[src/rtl/smart_home_pkg.sv]
// rtl/smart_home_pkg.sv - shared window channel state encoding and travel default
package smart_home_pkg;

  typedef enum logic [1:0] {
    CLOSED  = 2'd0,
    OPENING = 2'd1,
    OPEN    = 2'd2,
    CLOSING = 2'd3
  } win_state_t;

  localparam int DEFAULT_TRAVEL_CYCLES = 16;

endpackage

[src/rtl/window_axis.sv]
// rtl/window_axis.sv - one window channel: travel FSM, position counter, status
// Obstruction auto-reverse is built only with WINDOW_OBSTRUCT_REVERSE_EN defined.
module window_axis
  import smart_home_pkg::*;
#(
  parameter int TRAVEL_CYCLES = DEFAULT_TRAVEL_CYCLES
) (
  input  logic clk,
  input  logic rst,
  input  logic close_req_i,
  input  logic open_req_i,
`ifdef WINDOW_OBSTRUCT_REVERSE_EN
  input  logic obstruct_i,
`endif
  output logic win_state_o,
  output logic drive_close_o,
  output logic drive_open_o,
  output logic done_o
);

  localparam int PW = $clog2(TRAVEL_CYCLES + 1);
  localparam logic [PW-1:0] POS_MAX = PW'(TRAVEL_CYCLES);

  win_state_t state_q, state_d;
  logic [PW-1:0] pos_q, pos_d;
  logic win_state_q, done_q, done_d;
  logic close_eff;

`ifdef WINDOW_OBSTRUCT_REVERSE_EN
  // Set when an obstruction reversed the channel; close requests are ignored until OPEN.
  logic lock_q, lock_d;
  assign close_eff = close_req_i & ~lock_q;
`else
  assign close_eff = close_req_i;
`endif

  always_comb begin
    state_d = state_q;
    pos_d   = pos_q;
`ifdef WINDOW_OBSTRUCT_REVERSE_EN
    lock_d  = lock_q;
`endif
    case (state_q)
      CLOSED: begin
        if (open_req_i && !close_req_i) state_d = OPENING;
      end
      OPENING: begin
        if (close_eff) begin
          state_d = CLOSING;
        end else begin
          if (pos_q != POS_MAX) pos_d = pos_q + 1'b1;
          if (pos_d == POS_MAX) begin
            state_d = OPEN;
`ifdef WINDOW_OBSTRUCT_REVERSE_EN
            lock_d  = 1'b0;
`endif
          end
        end
      end
      OPEN: begin
        if (close_eff) state_d = CLOSING;
      end
      CLOSING: begin
`ifdef WINDOW_OBSTRUCT_REVERSE_EN
        if (obstruct_i) begin
          state_d = OPENING;
          lock_d  = 1'b1;
        end else
`endif
        if (open_req_i && !close_req_i) begin
          state_d = OPENING;
        end else begin
          if (pos_q != '0) pos_d = pos_q - 1'b1;
          if (pos_d == '0) state_d = CLOSED;
        end
      end
      default: state_d = CLOSED;
    endcase
    done_d = ((state_q == OPENING) && (state_d == OPEN)) ||
             ((state_q == CLOSING) && (state_d == CLOSED));
  end

  always_ff @(posedge clk) begin
    if (rst) begin
      state_q     <= CLOSED;
      pos_q       <= '0;
      win_state_q <= 1'b0;
      done_q      <= 1'b0;
`ifdef WINDOW_OBSTRUCT_REVERSE_EN
      lock_q      <= 1'b0;
`endif
    end else begin
      state_q     <= state_d;
      pos_q       <= pos_d;
      win_state_q <= (pos_q != '0);
      done_q      <= done_d;
`ifdef WINDOW_OBSTRUCT_REVERSE_EN
      lock_q      <= lock_d;
`endif
    end
  end

  assign win_state_o   = win_state_q;
  assign drive_open_o  = (state_q == OPENING);
  assign drive_close_o = (state_q == CLOSING);
  assign done_o        = done_q;

endmodule

[src/rtl/window_actuator.sv]
// rtl/window_actuator.sv - NUM_WIN independent window channels
// Obstruction auto-reverse is built only with WINDOW_OBSTRUCT_REVERSE_EN defined.
module window_actuator
  import smart_home_pkg::*;
#(
  parameter int NUM_WIN       = 8,
  parameter int TRAVEL_CYCLES = DEFAULT_TRAVEL_CYCLES
) (
  input  logic               clk,
  input  logic               rst,
  input  logic [NUM_WIN-1:0] motor_signal,
  input  logic [NUM_WIN-1:0] open_req,
  input  logic [NUM_WIN-1:0] obstruct,
  output logic [NUM_WIN-1:0] windowState,
  output logic [NUM_WIN-1:0] drive_close,
  output logic [NUM_WIN-1:0] drive_open,
  output logic [NUM_WIN-1:0] done
);

`ifndef WINDOW_OBSTRUCT_REVERSE_EN
  logic unused_obstruct;
  assign unused_obstruct = ^obstruct;
`endif

  for (genvar g = 0; g < NUM_WIN; g++) begin : g_axis
    window_axis #(
      .TRAVEL_CYCLES(TRAVEL_CYCLES)
    ) u_axis (
      .clk          (clk),
      .rst          (rst),
      .close_req_i  (motor_signal[g]),
      .open_req_i   (open_req[g]),
`ifdef WINDOW_OBSTRUCT_REVERSE_EN
      .obstruct_i   (obstruct[g]),
`endif
      .win_state_o  (windowState[g]),
      .drive_close_o(drive_close[g]),
      .drive_open_o (drive_open[g]),
      .done_o       (done[g])
    );
  end

endmodule

[config.mk]
export PLATFORM = sky130hd
export DESIGN_NAME = window_actuator
export DESIGN_NICKNAME = d
export VERILOG_FILES = /design/src/rtl/smart_home_pkg.sv /design/src/rtl/window_axis.sv /design/src/rtl/window_actuator.sv
export SDC_FILE = /design/constraint.sdc
export NUM_CORES = 1
export LEC_CHECK = 0
export CORE_MARGIN = 2
export CORE_UTILIZATION = 50
export CTS_CLUSTER_DIAMETER = 120
export DETAILED_ROUTE_END_ITERATION = 10
export MAX_ROUTING_LAYER = met4
export PLACE_DENSITY = 0.77
export SYNTH_ARGS = -nofsm -noshare
export SYNTH_HDL_FRONTEND = slang
export SYNTH_SLANG_ARGS = --single-unit
export TNS_END_PERCENT = 50
[constraint.sdc]
create_clock -name clk -period 2.1 [get_ports clk]
set_clock_uncertainty 0.2 [all_clocks]
set_input_delay 0.42 -clock clk [delete_from_list [all_inputs] [get_ports clk]]
set_output_delay 0.42 -clock clk [all_outputs]
set_load 0.01 [all_outputs]
==> impl_metrics.json <==
{
  "syn-num-nets": 849,
  "fillers": 967,
  "setup_slack_ns": 0.0440,
  "p_per_area_nw_per_um2": 646,
  "clock_path_buffers": 2,
  "postLayoutCoreUtil": 0.627,
  "rows": 39,
  "reg2reg_to": "g_axis[1].u_axis.done_o",
  "synth-edff-count": 0,
  "finalSetupViolations": 0,
  "antenna_left": 0,
  "ys_ff_latch": 72,
  "p_leak_uw": 0.00292,
  "r2r_cells": 8,
  "ff2ff_setup_slack_ns": 0.06,
  "fin_hold_ws_ns": 0.312,
  "drv_slew": 0,
  "crit_type": "register to output port",
  "hpwl_um": 10200,
  "switchingPower_uw": 1520,
  "fin_nets": 898,
  "peakVddDrop_uv": 337,
  "grt_max_degree": 61,
  "routed_via_density": 6.05,
  "p_sw_frac": 0.326,
  "path_clk_slew_ns": 0.06,
  "worstPathMaxFanout": 11,
  "cts_inserted_buffers": 9,
  "drc": 6,
  "startpoint": "g_axis[2].u_axis.state_q[1]",
  "worstMarginPinSlew_ns": 0.608,
  "status": "finished with violations",
  "sequentialPowerShare": 0.343,
  "die_x_um": 113,
  "p_int_uw": 3140,
  "synth.avg_cell_area_um2": 7.40,
  "fmax_mhz": 486,
  "wirelength_um": 14700,
  "die-area_um2": 12800,
  "pre_cts_ws_ns": -0.0827,
  "design_power_total_uw": 4660,
  "htreeDepth": 3,
  "port_buffers": 49,
  "r2r-start": "g_axis[1].u_axis.pos_q[1]",
  "max_cap_viol_count": 0,
  "drive_gt1_frac": 0.181,
  "area_growth_pct": 21.0,
  "ys.warnings.count": 0,
  "yosys_most_used_dff": "dfxtp_1",
  "critPathSlowestCell": "clkdlybuf4s50_1",
  "met1_usage": 0.292,
  "grt_pass1_wl_um": 24700,
  "relSlewSlack": 0.593,
  "gp_congestion": 0.912,
  "netlist_area_um2": 5970,
  "fin_area_um2": 7220,
  "grt_use_met2": 0.383,
  "cts_tree": "yes",
  "hold_viol_final": 0,
  "use_met3": 0.0332,
  "antenna_found_initial": 0,
  "synth_cell_type_count": 73,
  "timing.final.crit_share": 0.979,
  "postSynthCellCount": 807,
  "place_area_um2": 6750,
  "crit_end": "drive_close[2]",
  "busiest_layer": "met2",
  "worstPathArrival_ns": 1.44,
  "start_util": 0.518,
  "cp_data_required_time_ns": 1.48,
  "drtIter0Drc": 418,
  "grt_overflow_total": 0,
  "dr.pass1.iters": 8,
  "clkPwrFrac": 0.330,
  "io_pins": 58,
  "cts_sinks": 72,
  "clk-insertion-delay-late_ns": 0.34,
  "fin_crit_ns": 2.06,
  "wl_per_cell_um": 14.6,
  "violations": "DRC",
  "cts-root-buf": "clkbuf_16",
  "cpPeakStageDelay_ns": 0.54,
  "gr-usage-all-layers": 0.234,
  "p_comb_frac": 0.326,
  "grt_pass1_vias": 5548,
  "yosysSeqAreaShare": 0.242,
  "end_kind": "output port",
  "diodes": 0,
  "hold_class": "register to register",
  "start_kind": "register",
  "core_um2": 11500,
  "path_cells": "nand2_1, inv_1, clkdlybuf4s50_1",
  "die_height_um": 113,
  "vias": 6075,
  "async_flop_share": 0
}
cell usage in the layout (no fill, tap or decap), types with 12 or more instances in the layout:
cell type and n:
buf_4 83, a21oi_1 70, nor2_1 64, nand2_1 58
dfxtp_1 55, o21ai_0 41, inv_1 37, clkdlybuf4s50_1 36
nand2b_1 30, nand3_1 30, xnor2_1 26, nor3_1 23
a31oi_1 23, mux2i_1 14, nor2b_1 12, xor2_1 12
critical path, delay by kind of cell (launching register included):
family | cells | cell delay (ns)
flip-flops | 1 | 0.39
buffers and inverters | 2 | 0.62
AND/OR/NAND/NOR | 1 | 0.08
power groups by stage:
| stage | logic [uW] | registers (uW) | clock network [uW] |
|---|---|---|---|
| floorplan | 1070 | 1540 | 0 |
| global placement | 1380 | 1610 | 0 |
| detailed placement | 1430 | 1610 | 0 |
| CTS | 1450 | 1590 | 1570 |
| global route | 1650 | 1620 | 1630 |
| finish | 1520 | 1600 | 1540 |
layout make-up:
class | count | area [um2] | share of cell area
Clock inverter | 7 | 72.6 | 0.0101
Timing Repair Buffer | 135 | 1150 | 0.160
Tap cell | 143 | 179 | 0.0248
Sequential cell | 72 | 1480 | 0.205
Multi-Input combinational cell | 591 | 3930 | 0.545
Clock buffer | 9 | 225 | 0.0312
Inverter | 47 | 179 | 0.0248
routing by layer:
| layer | wire, um | part of all wire | vias to the layer above |
|---|---|---|---|
| met5 | 0 | 0 | - |
| met4 | 297 | 0.020 | 0 |
| met2 | 6970 | 0.48 | 207 |
| met1 | 6540 | 0.45 | 2860 |
| met3 | 868 | 0.059 | 29 |
| li1 | - | - | 2979 |
synthesized netlist by cell type (3+ instances only):
cell | count | share of area
buf_4 | 39 | 0.049
o31a_1 | 3 | 0.0044
nor2b_1 | 12 | 0.013
a311oi_1 | 3 | 0.0044
o211ai_1 | 7 | 0.0088
a311o_1 | 3 | 0.0050
a21oi_1 | 70 | 0.059
a32o_1 | 8 | 0.013
a22o_1 | 5 | 0.0073
o31ai_1 | 6 | 0.0075
a211oi_1 | 9 | 0.011
and2_1 | 11 | 0.012
nand4_1 | 5 | 0.0052
nand3b_1 | 6 | 0.0075
nor3b_1 | 4 | 0.0050
nor4b_1 | 4 | 0.0059
a221oi_1 | 7 | 0.010
mux2i_1 | 14 | 0.023
o2111ai_1 | 3 | 0.0044
xor2_1 | 12 | 0.018
nor4_1 | 13 | 0.014
a41oi_1 | 4 | 0.0059
dfxtp_1 | 72 | 0.24
nand2b_1 | 30 | 0.031
or4_1 | 4 | 0.0050
ha_1 | 16 | 0.034
a32oi_1 | 5 | 0.0073
nand4b_1 | 4 | 0.0059
a211o_1 | 4 | 0.0059
nor2_1 | 64 | 0.040
buf_2 | 27 | 0.023
xnor2_1 | 26 | 0.038
inv_1 | 43 | 0.027
o21ai_0 | 42 | 0.035
o2111a_1 | 3 | 0.0057
inv_2 | 3 | 0.0019
nor3_1 | 23 | 0.019
o32ai_1 | 3 | 0.0044
o21a_1 | 4 | 0.0050
nand3_1 | 30 | 0.025
and3_1 | 4 | 0.0042
or3_1 | 6 | 0.0063
nand2_1 | 58 | 0.036
a31oi_1 | 23 | 0.024
clkbuf_1 | 29 | 0.018
sequential cells by signal, summed over array words and instances (netlist names):
signal and flops:
g_axis.u_axis.pos_q 40, g_axis.u_axis.state_q 16, g_axis.u_axis.win_state_o 8, g_axis.u_axis.done_o 8
through the flow:
step           TNS [ns]  instances
2_1_floorplan   -0.0895        807
3_3_place_gp    -0.0777        986
3_5_place_dp     -0.292        986
4_1_cts               0       1003
5_1_grt         -0.0280       1004
6_report              0       1004
worst min-delay path by stage:
stage / startpoint / end / cells after the start
4_1_cts: g_axis[0].u_axis.pos_q[1] / g_axis[0].u_axis.pos_q[1] / 2
2_1_floorplan: g_axis[6].u_axis.pos_q[3] / g_axis[6].u_axis.win_state_o / 2
3_3_place_gp: g_axis[0].u_axis.pos_q[1] / g_axis[0].u_axis.pos_q[1] / 2
3_5_place_dp: g_axis[0].u_axis.pos_q[1] / g_axis[0].u_axis.pos_q[1] / 2
6_report: g_axis[1].u_axis.state_q[1] / g_axis[1].u_axis.state_q[1] / 1
5_1_grt: g_axis[1].u_axis.state_q[1] / g_axis[1].u_axis.state_q[1] / 1
repair_timing:
item / CTS / global route
buffers inserted: 1 / 1
setup endpoints to repair: 19 / 23
pin swaps: 1 / 6
hold buffers: 0 / 0
gates resized for setup: 24 / 36
cell families (layout without fill, tap and decap cells):
group / count (synthesis) / after routing / synth area share
muxes: 16 / 16 / 0.0273
adders and majority gates: 16 / 16 / 0.0335
DFF: 72 / 72 / 0.242
and+or+nand+nor: 294 / 294 / 0.265
buffers and inverters: 144 / 198 / 0.122
xor gates and xnor gates: 38 / 38 / 0.0558
AOI/OAI and AO/OA: 227 / 227 / 0.255
Note: power is estimated with default switching activity, not from simulation.
